==> config.mk <==
export PLATFORM = sky130hd
export DESIGN_NAME = clk_en_gen_flat
export DESIGN_NICKNAME = d
export VERILOG_FILES = /design/src/rtl/clk_en_gen_if.sv /design/src/rtl/clk_en_gen.sv /design/src/flat_wrapper.sv
export SDC_FILE = /design/constraint.sdc
export NUM_CORES = 1
export LEC_CHECK = 0
export CAP_MARGIN = 20
export CORE_UTILIZATION = 64
export DETAILED_ROUTE_END_ITERATION = 10
export GPL_ROUTABILITY_DRIVEN = 1
export GPL_TIMING_DRIVEN = 0
export HOLD_SLACK_MARGIN = 0.06
export PLACE_DENSITY_LB_ADDON = 0.1
export SETUP_SLACK_MARGIN = 0.2
export SLEW_MARGIN = 15
export SYNTH_ARGS = -nofsm -noshare
export SYNTH_HDL_FRONTEND = slang
export SYNTH_SLANG_ARGS = --single-unit
==> constraint.sdc <==
create_clock -name clk -period 6.9 [get_ports clk]
set_input_delay 1.725 -clock clk [delete_from_list [all_inputs] [get_ports clk]]
set_output_delay 1.725 -clock clk [all_outputs]
set_load 0.01 [all_outputs]
==> src/rtl/clk_en_gen_if.sv <==
// clk_en_gen_if: configuration bus for clk_en_gen.
//   cfg_we      - single-cycle configuration write strobe
//   cfg_ch      - target channel of the write (values >= NUM_CH are ignored)
//   cfg_div     - new divide ratio N (0 is treated as 1)
//   cfg_pending - per-channel flag: a shadow ratio is waiting for terminal count
// master: software/config side, slave: clk_en_gen.
interface clk_en_gen_if #(
    parameter int NUM_CH = 4,
    parameter int DIV_W  = 16
);
    logic              cfg_we;
    logic [3:0]        cfg_ch;
    logic [DIV_W-1:0]  cfg_div;
    logic [NUM_CH-1:0] cfg_pending;

    modport master (
        output cfg_we,
        output cfg_ch,
        output cfg_div,
        input  cfg_pending
    );

    modport slave (
        input  cfg_we,
        input  cfg_ch,
        input  cfg_div,
        output cfg_pending
    );
endinterface

==> src/rtl/clk_en_gen.sv <==
// clk_en_gen: multi-channel runtime-programmable clock-enable / divided-clock
// generator. Each channel counts 0..Neff-1 (Neff = max(div,1)), emits a
// one-cycle tick at terminal count and a registered square wave that is high
// for ceil(N/2) cycles, low for floor(N/2), rising together with tick.
// Ratio changes on a running channel are shadowed and applied only at
// terminal count, so periods are never shortened.
//   clk      - system clock
//   rst_n    - synchronous active-low reset
//   run_en   - per-channel run enable (0 = hold count and clk_out)
//   sync_clr - restart all counters at once (phase alignment)
//   cfg      - configuration bus (clk_en_gen_if.slave)
//   tick     - per-channel clock-enable pulse
//   clk_out  - per-channel divided clock
module clk_en_gen #(
    parameter int NUM_CH      = 4,
    parameter int DIV_W       = 16,
    parameter int DEFAULT_DIV = 8
) (
    input  logic              clk,
    input  logic              rst_n,
    input  logic [NUM_CH-1:0] run_en,
    input  logic              sync_clr,
    clk_en_gen_if.slave       cfg,
    output logic [NUM_CH-1:0] tick,
    output logic [NUM_CH-1:0] clk_out
);

    localparam logic [DIV_W-1:0] DEF_DIV = DIV_W'(DEFAULT_DIV);
    localparam logic [DIV_W-1:0] ONE     = 1;
    localparam logic [DIV_W:0]   ONE_X   = 1;

    logic [DIV_W-1:0]  cnt_q    [NUM_CH];
    logic [DIV_W-1:0]  cnt_d    [NUM_CH];
    logic [DIV_W-1:0]  div_q    [NUM_CH];
    logic [DIV_W-1:0]  div_d    [NUM_CH];
    logic [DIV_W-1:0]  div_sh_q [NUM_CH];
    logic [DIV_W-1:0]  div_sh_d [NUM_CH];
    logic [NUM_CH-1:0] pend_q,    pend_d;
    logic [NUM_CH-1:0] tick_q,    tick_d;
    logic [NUM_CH-1:0] clk_out_q, clk_out_d;
    logic [NUM_CH-1:0] wr_hit;

    // Effective ratio: a programmed 0 behaves as 1.
    function automatic logic [DIV_W-1:0] neff(input logic [DIV_W-1:0] d);
        return (d == '0) ? ONE : d;
    endfunction

    // ceil(Neff/2), one bit wider so Neff = 2^DIV_W-1 cannot overflow.
    function automatic logic [DIV_W:0] half_hi(input logic [DIV_W-1:0] d);
        logic [DIV_W:0] n;
        n = {1'b0, neff(d)};
        return (n + ONE_X) >> 1;
    endfunction

    always_comb begin
        for (int unsigned ch = 0; ch < NUM_CH; ch++) begin
            wr_hit[ch]    = cfg.cfg_we && (cfg.cfg_ch == 4'(ch));
            cnt_d[ch]     = cnt_q[ch];
            div_d[ch]     = div_q[ch];
            div_sh_d[ch]  = div_sh_q[ch];
            pend_d[ch]    = pend_q[ch];
            tick_d[ch]    = 1'b0;
            clk_out_d[ch] = clk_out_q[ch];

            if (sync_clr) begin
                // Global restart: flush any shadow, a same-cycle write lands directly.
                cnt_d[ch]     = '0;
                clk_out_d[ch] = 1'b1;
                pend_d[ch]    = 1'b0;
                if (pend_q[ch]) begin
                    div_d[ch] = div_sh_q[ch];
                end
                if (wr_hit[ch]) begin
                    div_d[ch] = cfg.cfg_div;
                end
            end else if (run_en[ch]) begin
                if (cnt_q[ch] == neff(div_q[ch]) - ONE) begin
                    cnt_d[ch]  = '0;
                    tick_d[ch] = 1'b1;
                    if (pend_q[ch]) begin
                        div_d[ch]  = div_sh_q[ch];
                        pend_d[ch] = 1'b0;
                    end
                end else begin
                    cnt_d[ch] = cnt_q[ch] + ONE;
                end
                // A write at terminal count still applies the old shadow above;
                // the new value then waits for the following period.
                if (wr_hit[ch]) begin
                    div_sh_d[ch] = cfg.cfg_div;
                    pend_d[ch]   = 1'b1;
                end
                clk_out_d[ch] = ({1'b0, cnt_d[ch]} < half_hi(div_d[ch]));
            end else if (wr_hit[ch]) begin
                // Stopped channel: no period in flight, apply immediately.
                div_d[ch]  = cfg.cfg_div;
                cnt_d[ch]  = '0;
                pend_d[ch] = 1'b0;
            end
        end
    end

    always_ff @(posedge clk) begin
        if (!rst_n) begin
            for (int unsigned ch = 0; ch < NUM_CH; ch++) begin
                cnt_q[ch]    <= '0;
                div_q[ch]    <= DEF_DIV;
                div_sh_q[ch] <= DEF_DIV;
            end
            pend_q    <= '0;
            tick_q    <= '0;
            clk_out_q <= '0;
        end else begin
            for (int unsigned ch = 0; ch < NUM_CH; ch++) begin
                cnt_q[ch]    <= cnt_d[ch];
                div_q[ch]    <= div_d[ch];
                div_sh_q[ch] <= div_sh_d[ch];
            end
            pend_q    <= pend_d;
            tick_q    <= tick_d;
            clk_out_q <= clk_out_d;
        end
    end

    assign tick            = tick_q;
    assign clk_out         = clk_out_q;
    assign cfg.cfg_pending = pend_q;

endmodule

==> src/flat_wrapper.sv <==
// flat-port wrapper written by rule: the top's interface ports become plain ports
module clk_en_gen_flat 
#(
    parameter int NUM_CH      = 4,
    parameter int DIV_W       = 16,
    parameter int DEFAULT_DIV = 8
)
  (clk, rst_n, run_en, sync_clr, tick, clk_out, cfg_cfg_we, cfg_cfg_ch, cfg_cfg_div, cfg_cfg_pending);
  clk_en_gen_if #(.NUM_CH(NUM_CH), .DIV_W(DIV_W)) cfg_i ();
  input  logic clk;
  input  logic rst_n;
  input  logic [NUM_CH-1:0] run_en;
  input  logic sync_clr;
  output logic [NUM_CH-1:0] tick;
  output logic [NUM_CH-1:0] clk_out;
  input wire logic [$bits(cfg_i.cfg_we)-1:0] cfg_cfg_we;
  input wire logic [$bits(cfg_i.cfg_ch)-1:0] cfg_cfg_ch;
  input wire logic [$bits(cfg_i.cfg_div)-1:0] cfg_cfg_div;
  output wire logic [$bits(cfg_i.cfg_pending)-1:0] cfg_cfg_pending;
  assign cfg_i.cfg_we = cfg_cfg_we;
  assign cfg_i.cfg_ch = cfg_cfg_ch;
  assign cfg_i.cfg_div = cfg_cfg_div;
  assign cfg_cfg_pending = cfg_i.cfg_pending;
  clk_en_gen #(.NUM_CH(NUM_CH), .DIV_W(DIV_W), .DEFAULT_DIV(DEFAULT_DIV)) u_core (.clk(clk), .rst_n(rst_n), .run_en(run_en), .sync_clr(sync_clr), .cfg(cfg_i), .tick(tick), .clk_out(clk_out));
endmodule
==> results.cfg <==
[run_status]
outcome = complete, no violations

[routing]
vias = 17900
drt_wl_total_mm = 56.2
drt_first_pass_iters = 6
post-route-drc-count = 0
drt_first_iter_violations = 2292
via_per_inst = 6.67
antenna_left = 0
wl_per_cell_um = 20.9

[floorplanning]
ios = 40
fp.dieH_um = 164
die_w_um = 164
start_util = 0.659
coreArea_sq_mm = 0.0255
die-area_sq_mm = 0.0269
rows = 58

[yosys]
yosys.cell_count.top_type = nor2_1
syn-num-nets = 2380
synth_ff_type = dfxtp_1
synthDistinctLibCells = 87
synthSimpleGateAreaFrac = 0.276
yosys_warnings = 0
yosys-top-cells-count = nor2_1, nand2_1, dfxtp_1, a21oi_1, clkbuf_1
synth_cells = 2284
synth_seq_cells = 204
synthArstFlopShare = 0
synth-edff-count = 0
yosysSeqAreaShare = 0.243
synth_area_leaders = dfxtp_1, nor2_1, xnor2_1, mux2i_1, a21oi_1
synth_compound_gate_area_share = 0.208
yosysTopAreaCell = dfxtp_1
synth_fa_ha_area_frac = 0.0507
synth_xor_area_frac = 0.0965
synth_top_area_frac = 0.243
avgSynthCellArea_sq_um = 7.35
netlist_area_sq_mm = 0.0168
synth_top_family_by_area = simple AND/OR/NAND/NOR gates
yosys-mux-area-fraction = 0.0643

[final_layout]
drive_gt1_frac = 0.0633
antenna_cells = 0
fill_cells = 2186
design_area_sq_mm = 0.0183
nNetsFinal = 2430
syn_to_final_growth_pct = 9.17

[min_path]
hold_path_class = flip-flop to flip-flop

[clocking]
cts_root_buffer = clkbuf_16
cts_sinks = 204
post_cts_buffers = 0
tritoncts = built
clockBufferDepth = 3
cts_buffers = 25
cts.clk_slew.worst_paths_ps = 60
cts_resized = 0
h-tree-depth = 1
clk_latency_ps = 560
cts_hold_buf = 0

[critical_path]
crit_fanout = 10
critical_path_class = flip-flop to flip-flop
worstPathArrival_ps = 6820
crit_required_ps = 7390
startpoint_type = flip-flop
cp-end-kind = flip-flop

[placed_design]
pre_cts_ws_ps = 439
numPortBuffers = 23
gp_congestion = 0.987
hpwl_mm = 41.9
place_area_sq_mm = 0.0174

[sta]
worst_pin_slew_ps = 1070
rsz0062_at_grt = no
setup_tns_ps = 0
final-max-slew-violation-count = 0
relSlewSlack = 0.287
hold_viol = 0
fin_crit_ps = 6330
max_clock_freq_mhz = 158
layout_setup_ws_ps = 570
setup_viol = 0
fin_crit_sh = 0.917
clock_skew_ps = 21.8

[grt]
grtUsageTotal = 0.410
grt_pass1_wl_mm = 87.2
grt_start_max_net_pins = 14
gr-total-overflow = 0
antenna_found_initial = 0
grt_pass1_vias = 16400

[pwr]
finalPower_uw = 3230
power_density_mw_per_mm2 = 176
ir_drop_uv = 218
p_leak_uw = 0.00660

[run]
drv_cap = 0
==> routing by layer <==
| layer | global-route usage | part of all wire | vias to the layer above |
|---|---|---|---|
| met4 | 0.184 | 0.050 | 0 |
| met5 | 0 | 0 | - |
| met2 | 0.672 | 0.45 | 1022 |
| met1 | 0.526 | 0.40 | 8344 |
| li1 | - | - | 8299 |
| met3 | 0.0677 | 0.098 | 227 |
==> power by group <==
part           switching (uW)  total (uW)  leakage, uW  internal (uW)
clock network             578        1380     0.000417            798
registers                26.8        1240      0.00166           1210
logic                     403         614      0.00453            210
total                    1010        3230      0.00660           2220
==> logic make-up after synthesis <==
| group | after synthesis |
|---|---|
| AO/OA/AOI/OAI | 538 |
| XOR/XNOR | 185 |
| adder cells (fa/ha/maj) | 68 |
| buffers and inverters | 252 |
| flip-flops | 204 |
| multiplexers | 106 |
| AND/OR/NAND/NOR | 931 |
==> final timing paths <==
path                                  startpoint                                   to  slack, ps  depth (start not counted)
max             u_core.div_q[1][14]$_SDFFE_PN0P_       u_core.clk_out[1]$_SDFFE_PN0P_        570                         26
min          u_core.div_sh_q[0][14]$_SDFFE_PN0P_  u_core.div_sh_q[0][14]$_SDFFE_PN0P_        460                          2
max reg2reg     u_core.div_q[1][14]$_SDFFE_PN0P_       u_core.clk_out[1]$_SDFFE_PN0P_        570                         26
min reg2reg  u_core.div_sh_q[0][14]$_SDFFE_PN0P_  u_core.div_sh_q[0][14]$_SDFFE_PN0P_        460                          2
==> placed cells by master, fill, tap and decap left out, types with 39 or more instances in the layout <==
| cell type | n |
|---|---|
| a21oi_1 | 184 |
| and3_1 | 43 |
| nor3_1 | 58 |
| nand3_1 | 84 |
| o21ai_0 | 90 |
| inv_1 | 39 |
| ha_1 | 68 |
| mux2i_1 | 94 |
| xnor2_1 | 109 |
| dfxtp_1 | 204 |
| xor2_1 | 76 |
| o221ai_1 | 56 |
| a31oi_1 | 44 |
| clkbuf_1 | 159 |
| nor2_1 | 266 |
| nand2_1 | 239 |
==> sequential cells by signal, indices dropped and copies added, names as in the netlist <==
signal	flops
u_core.cfg.cfg_pending	4
u_core.clk_out	4
u_core.cnt_q	64
u_core.div_q	64
u_core.div_sh_q	64
u_core.tick	4
==> final cells by class <==
cell class / count / area (sq um) / share of cell area
well taps: 330 / 413 / 0.0225
multi-input cells: 1828 / 11700 / 0.639
inverters: 40 / 150 / 0.00820
clock buffers: 32 / 702 / 0.0383
clock inverters: 14 / 143 / 0.00779
flip-flops and latches: 204 / 4080 / 0.223
repair buffers: 23 / 230 / 0.0126
plain buffers: 212 / 887 / 0.0484
==> per-stage QoR <==
step	util	hold slack [ps]	instances
floorplan	-	433	2284
global placement	0.684	445	2637
detailed placement	0.684	448	2637
CTS	0.717	455	2683
global route	0.719	481	2683
finish	0.719	457	2683
==> worst max-delay path, stage by stage (launching register included) <==
cell and delay (ps):
dfxtp_1 310, clkbuf_1 350, nor4_1 180, and3_1 220
buf_2 150, a21oi_1 210, ha_1 230, or3b_2 520
a2111oi_2 380, o21ai_0 140, or4b_1 540, and4bb_4 400
buf_6 170, buf_2 260, buf_1 360, nor2_1 130
ha_1 220, a21o_1 170, a21o_1 170, a21oi_1 140
nor2b_1 50, o21ai_0 200, nand2b_1 90, a21oi_1 150
nor2b_1 70, o41ai_1 290, and2_1 160
Note: power is estimated with default switching activity, not from simulation.
